--- config.mk ---
export PLATFORM = sky130hd
export DESIGN_NAME = snake_feeder
export DESIGN_NICKNAME = d
export VERILOG_FILES = /design/src/rtl/snake_feeder_pkg.sv /design/src/rtl/feed_skid_fifo.sv /design/src/rtl/snake_feeder.sv
export SDC_FILE = /design/constraint.sdc
export NUM_CORES = 1
export LEC_CHECK = 0
export BUFFER_PORTS_ARGS = -buffer_cell sky130_fd_sc_hd__buf_2
export CELL_PAD_IN_SITES_DETAIL_PLACEMENT = 1
export CELL_PAD_IN_SITES_GLOBAL_PLACEMENT = 1
export CORE_MARGIN = 3
export CORE_UTILIZATION = 45
export CTS_BUF_LIST = sky130_fd_sc_hd__clkbuf_16
export CTS_CLUSTER_DIAMETER = 150
export CTS_CLUSTER_SIZE = 12
export DETAILED_ROUTE_END_ITERATION = 16
export GPL_ROUTABILITY_DRIVEN = 1
export PLACE_DENSITY_LB_ADDON = 0.2
export SKIP_LAST_GASP = 1
export SLEW_MARGIN = 20
export SYNTH_ARGS = -nofsm -noshare
export SYNTH_HDL_FRONTEND = slang
export SYNTH_SLANG_ARGS = --single-unit
--- constraint.sdc ---
create_clock -name clk -period 6.1 [get_ports clk]
set_input_delay 0.61 -clock clk [delete_from_list [all_inputs] [get_ports clk]]
set_output_delay 0.61 -clock clk [all_outputs]
set_load 0.05 [all_outputs]
--- src/rtl/snake_feeder_pkg.sv ---
// -----------------------------------------------------------------------------
// Module  : snake_feeder_pkg
// Brief   : Shared layer constants and feeder state encoding.
// Rev     : 1.0 - initial release
// -----------------------------------------------------------------------------
`default_nettype none

package snake_feeder_pkg;

   localparam int ROW_FIRST_LAYER = 128;
   localparam int COL_FIRST_LAYER = 128;
   localparam int CHANNEL_IN      = 4;
   localparam int PEA_NUM_DEF     = 8;

   typedef enum logic [1:0] {
      ST_IDLE  = 2'd0,
      ST_PRIME = 2'd1,
      ST_SNAKE = 2'd2,
      ST_DRAIN = 2'd3
   } feed_state_t;

endpackage

`default_nettype wire

--- src/rtl/feed_skid_fifo.sv ---
// -----------------------------------------------------------------------------
// Module  : feed_skid_fifo
// Brief   : Two-entry FIFO; head entry is presented straight from storage.
// Rev     : 1.0 - initial release
// -----------------------------------------------------------------------------
`default_nettype none

module feed_skid_fifo #(
   parameter int WIDTH = 32
) (
   input  logic             clk,
   input  logic             rst,
   input  logic             i_push,
   input  logic [WIDTH-1:0] i_wdata,
   input  logic             i_pop,
   output logic [WIDTH-1:0] o_rdata,
   output logic             o_full,
   output logic             o_empty,
   output logic [1:0]       o_count
);

   logic [WIDTH-1:0] r_mem [2];
   logic             r_wr_ptr;
   logic             r_rd_ptr;
   logic [1:0]       r_count;

   always_ff @(posedge clk or posedge rst) begin
      if (rst) begin
         r_mem[0] <= '0;
         r_mem[1] <= '0;
         r_wr_ptr <= 1'b0;
         r_rd_ptr <= 1'b0;
         r_count  <= 2'd0;
      end else begin
         if (i_push) begin
            r_mem[r_wr_ptr] <= i_wdata;
            r_wr_ptr        <= ~r_wr_ptr;
         end
         if (i_pop) begin
            r_rd_ptr <= ~r_rd_ptr;
         end
         r_count <= r_count + {1'b0, i_push} - {1'b0, i_pop};
      end
   end

   assign o_rdata = r_mem[r_rd_ptr];
   assign o_full  = (r_count == 2'd2);
   assign o_empty = (r_count == 2'd0);
   assign o_count = r_count;

endmodule

`default_nettype wire

--- src/rtl/snake_feeder.sv ---
// -----------------------------------------------------------------------------
// Module  : snake_feeder
// Brief   : Streams a feature map from pixel SRAM in prime-then-snake order.
// Rev     : 1.0 - initial release
// -----------------------------------------------------------------------------
`default_nettype none

module snake_feeder
   import snake_feeder_pkg::*;
#(
   parameter int ROW     = ROW_FIRST_LAYER,
   parameter int COL     = COL_FIRST_LAYER,
   parameter int CH_IN   = CHANNEL_IN,
   parameter int PEA_NUM = PEA_NUM_DEF,
   localparam int ADDR_W = $clog2(ROW * COL)
) (
   input  logic                 clk,
   input  logic                 rst,
   input  logic                 start,
   output logic                 mem_rd_en,
   output logic [ADDR_W-1:0]    mem_addr,
   input  logic [CH_IN*8-1:0]   mem_rdata,
   output logic [PEA_NUM*8-1:0] data_out,
   output logic                 data_valid,
   input  logic                 data_ready,
   output logic                 busy,
   output logic                 done
);

   localparam int DW = CH_IN * 8;
   localparam int RW = $clog2(ROW);
   localparam int CW = (COL > 1) ? $clog2(COL) : 1;
   localparam logic [CW-1:0] COL_LAST = CW'(COL - 1);
   localparam logic [RW-1:0] ROW_LAST = RW'(ROW - 1);

   feed_state_t   r_state, w_state_nxt;
   logic [RW-1:0] r_row, w_row_nxt;
   logic [CW-1:0] r_col, w_col_nxt;
   logic          r_pend;
   logic          w_issue;
   logic          w_pop;
   logic          w_room;
   logic          w_full;
   logic          w_empty;
   logic [1:0]    w_count;
   logic [2:0]    w_load;
   logic [DW-1:0] w_head;

   feed_skid_fifo #(
      .WIDTH (DW)
   ) u_fifo (
      .clk     (clk),
      .rst     (rst),
      .i_push  (r_pend),
      .i_wdata (mem_rdata),
      .i_pop   (w_pop),
      .o_rdata (w_head),
      .o_full  (w_full),
      .o_empty (w_empty),
      .o_count (w_count)
   );

   assign data_valid = !w_empty;
   assign w_pop      = data_valid && data_ready;
   // Count buffered beats plus the read whose data lands this cycle.
   assign w_load     = {1'b0, w_count} + {2'b0, r_pend};
   assign w_room     = w_pop ? (w_load <= 3'd2) : ((w_load < 3'd2) && !w_full);
   assign data_out   = (PEA_NUM * 8)'(w_head);
   assign mem_rd_en  = w_issue;
   assign mem_addr   = ADDR_W'(r_row) * ADDR_W'(COL) + ADDR_W'(r_col);
   assign busy       = (r_state != ST_IDLE);

   always_comb begin
      w_state_nxt = r_state;
      w_row_nxt   = r_row;
      w_col_nxt   = r_col;
      w_issue     = 1'b0;
      done        = 1'b0;
      case (r_state)
         ST_IDLE: begin
            if (start) begin
               w_state_nxt = ST_PRIME;
            end
         end
         ST_PRIME: begin
            if (w_room) begin
               w_issue = 1'b1;
               if (r_row == '0) begin
                  w_row_nxt = RW'(1);
               end else if (r_col != COL_LAST) begin
                  w_row_nxt = '0;
                  w_col_nxt = r_col + CW'(1);
               end else if (ROW == 2) begin
                  w_state_nxt = ST_DRAIN;
                  w_row_nxt   = '0;
                  w_col_nxt   = '0;
               end else begin
                  w_state_nxt = ST_SNAKE;
                  w_row_nxt   = RW'(2);
                  w_col_nxt   = COL_LAST;
               end
            end
         end
         ST_SNAKE: begin
            if (w_room) begin
               w_issue = 1'b1;
               // On a row wrap the column stays put: the next row starts at the same edge.
               if ((!r_row[0] && r_col == '0) || (r_row[0] && r_col == COL_LAST)) begin
                  if (r_row == ROW_LAST) begin
                     w_state_nxt = ST_DRAIN;
                     w_row_nxt   = '0;
                     w_col_nxt   = '0;
                  end else begin
                     w_row_nxt = r_row + RW'(1);
                  end
               end else if (!r_row[0]) begin
                  w_col_nxt = r_col - CW'(1);
               end else begin
                  w_col_nxt = r_col + CW'(1);
               end
            end
         end
         ST_DRAIN: begin
            if (w_empty && !r_pend) begin
               done        = 1'b1;
               w_state_nxt = ST_IDLE;
            end
         end
         default: begin
            w_state_nxt = ST_IDLE;
         end
      endcase
   end

   always_ff @(posedge clk or posedge rst) begin
      if (rst) begin
         r_state <= ST_IDLE;
         r_row   <= '0;
         r_col   <= '0;
         r_pend  <= 1'b0;
      end else begin
         r_state <= w_state_nxt;
         r_row   <= w_row_nxt;
         r_col   <= w_col_nxt;
         r_pend  <= w_issue;
      end
   end

endmodule

`default_nettype wire

==> metrics.cfg <==
[worst_setup_path]
worstPathArrival_ns = 2.34
end_kind = primary output
crit_required_ns = 5.49
setup.worst_path.start_class = register
path_class = register to primary output
r2r.worst_path.cells = 8
slowest_stage = dfrtp_1
r2r_slack_ns = 3.26
r2r-end = r_col[4]$_DFFE_PP0P_
cp_max_fo = 6
rr_startpoint = r_pend$_DFF_PP0_
path_cells = ha_1 > inv_1 > ha_1 > mux2_2 > o22ai_1 > nor2_1 > buf_2
crit_top_cell = ha_1
max_stage_delay_ns = 0.46

[floorplanning]
initial_core_util_pct = 46.6
core_area_sq_um = 9860
dieArea_sq_um = 11500
dieHeight_um = 107
die_w_um = 107
rows = 36
boundaryPins = 118

[timing]
hold_viol = 0
period_needed_ns = 2.95
setup_viol = 0
min_period_over_period_pct = 48.3
clock_skew_ns = 0.00783
whs_ns = 0.466
slew_violations = 0
slew_headroom_pct = 41.7
max_freq_ghz = 0.339
tightest_slew_ns = 0.875
setup_tns_ns = 0
rsz0062_at_grt = no

[clocking]
cts_hold_buf = 0
cts_tree = yes
htree_levels = 3
cts.sinks = 85
cts_made_buffers = 9
clk_pin_slew_worst_paths_ns = 0.06
post_cts_buffers = 0
cts-resized-gates = 0
clock_latency_ns = 0.34
cts_buffer_depth = 2
cts_root_buf = clkbuf_16

[logic_synthesis]
avgSynthCellArea_sq_um = 11.9
yosys-top-cells-area = dfrtp_1 46%, mux2_2 22%, buf_4 5.2%, ha_1 4.1%, inv_1 1.6%
yosys.area.top_type = dfrtp_1
synth_cell_types = 55
synth.yosys.warnings = 0
synth_ff_type = dfrtp_1
synth.cell_area_sq_um = 4600
syn_inst = 387
seq_area_frac_synth_pct = 46.3
async_reset_ff_share_pct = 100
synth_edf_count = 0
synth_top_area_share_pct = 46.3
ys_ff_latch = 85

[finish]
fin_area_sq_um = 5320
drive_gt1_share_pct = 43.4
nFillCells = 1082
area_growth_syn_to_layout_pct = 15.8
nets = 518
diodes = 0

[place]
placed_cell_area_sq_um = 5030
place.gp.congestion = 0.820
dp_hpwl_um = 7020
port_buffers = 85

[drt]
drt_pass1_iterations = 4
drtIter0Drc = 111
antenna_left = 0
wl_um = 10200
wire_per_inst_um = 16.9
vias = 3143
viasPerCell = 5.20
route.detailed.drc = 0

[grt]
met3_usage_pct = 3.85
antenna_found_initial = 0
grtUsageMet1_pct = 23.7
grt_pass1_vias = 3364
gr-usage-met2_pct = 31.7
grt_pass1_wl_um = 16800
grt_usage_pct = 18.4
grt_max_degree = 86
overflow = 0
grt_most_used_layer = met2

[hold_path]
hold_class = input pin to async pin

[flow_run]
maxCapViolCount = 0

[status]
status = completed

worst max path at each step:
stage	startpoint	endpoint	cells after the start
6_report	r_pend$_DFF_PP0_	mem_rd_en	7
5_1_grt	r_pend$_DFF_PP0_	mem_rd_en	7
4_1_cts	r_pend$_DFF_PP0_	mem_rd_en	7
3_5_place_dp	r_pend$_DFF_PP0_	r_col[3]$_DFFE_PP0P_	8
3_3_place_gp	r_pend$_DFF_PP0_	r_col[3]$_DFFE_PP0P_	8
2_1_floorplan	rst	r_col[0]$_DFFE_PP0P_	1
cells by family (layout without fill, tap and decap cells):
family / Yosys count / count (layout) / share of synthesized area, %
compound gates: 54 / 54 / 8.57
xor+xnor: 7 / 7 / 1.33
fa+ha+maj: 15 / 15 / 4.08
buf+inv: 69 / 123 / 8.41
flops: 85 / 85 / 46.3
mux: 99 / 99 / 24.2
other cells: 1 / 32 / 0.0816
simple gates: 57 / 57 / 7.05
state kept, by name, indices dropped and copies added, names as in the netlist:
name             count
u_fifo.r_mem        64
r_col                7
r_row                7
r_state              2
u_fifo.o_count       2
r_pend               1
u_fifo.r_rd_ptr      1
u_fifo.r_wr_ptr      1
worst max-delay path, delay by kind of cell (launching register included):
family | cells | cell delay, ns
adder cells (fa/ha/maj) | 2 | 0.40
buffers and inverters | 2 | 0.30
multiplexers | 1 | 0.27
AO/OA/AOI/OAI | 1 | 0.41
flip-flops | 1 | 0.46
AND/OR/NAND/NOR | 1 | 0.15
layer usage:
metal / routed length (um) / vias to the layer above
li1: - / 1470
met1: 4530 / 1591
met2: 5130 / 77
met3: 450 / 5
met4: 89 / 0
met5: 0 / -
through the flow:
step	std cells	setup WS, ns	utilization (%)
6_report	605	3.15	53.9
5_1_grt	605	2.97	53.9
4_1_cts	605	3.12	53.9
3_5_place_dp	589	3.28	51.0
3_3_place_gp	589	3.12	50.9
2_1_floorplan	418	3.30	-
synth_stat cells, types with 3 or more instances:
cell type,count
dfrtp_1,85
o22ai_1,3
a21oi_1,7
xnor2_1,3
inv_1,19
ha_1,15
a22o_1,3
o21ai_1,9
nand4_1,4
o21ai_0,8
xor2_1,4
mux2_1,6
and2_1,5
nand2_1,9
mux2_2,91
buf_1,7
nor3_1,3
o31ai_1,4
buf_4,32
nand3_1,5
nor2_1,11
clkbuf_1,10
cells in the final DEF, fill, tap and decap left out, drive strengths merged, types with 4 or more instances in the layout:
| master | synthesis | layout |
|---|---|---|
| mux2 | 97 | 97 |
| buf | 40 | 88 |
| dfrtp | 85 | 85 |
| conb | 1 | 32 |
| inv | 19 | 21 |
| o21ai | 17 | 17 |
| ha | 15 | 15 |
| nor2 | 11 | 11 |
| nand2 | 9 | 9 |
| clkbuf | 10 | 9 |
| a21oi | 7 | 7 |
| and2 | 5 | 5 |
| nand3 | 5 | 5 |
| o31ai | 5 | 5 |
| xor2 | 4 | 4 |
| nand4 | 4 | 4 |
| clkinv | 0 | 4 |
cell type report:
type | count | area [sq um] | area share (%)
timing repair buffer | 88 | 452 | 8.49
tap | 133 | 166 | 3.13
clock inverter | 7 | 57.6 | 1.08
multi-input combinational | 264 | 2220 | 41.7
sequential | 85 | 2130 | 40.0
clock buffer | 9 | 225 | 4.23
inverter | 19 | 72.6 | 1.36
Power is left out: the tool's default activity adds up to more than one toggle a clock period on the data nets, which glitch-free logic cannot reach.
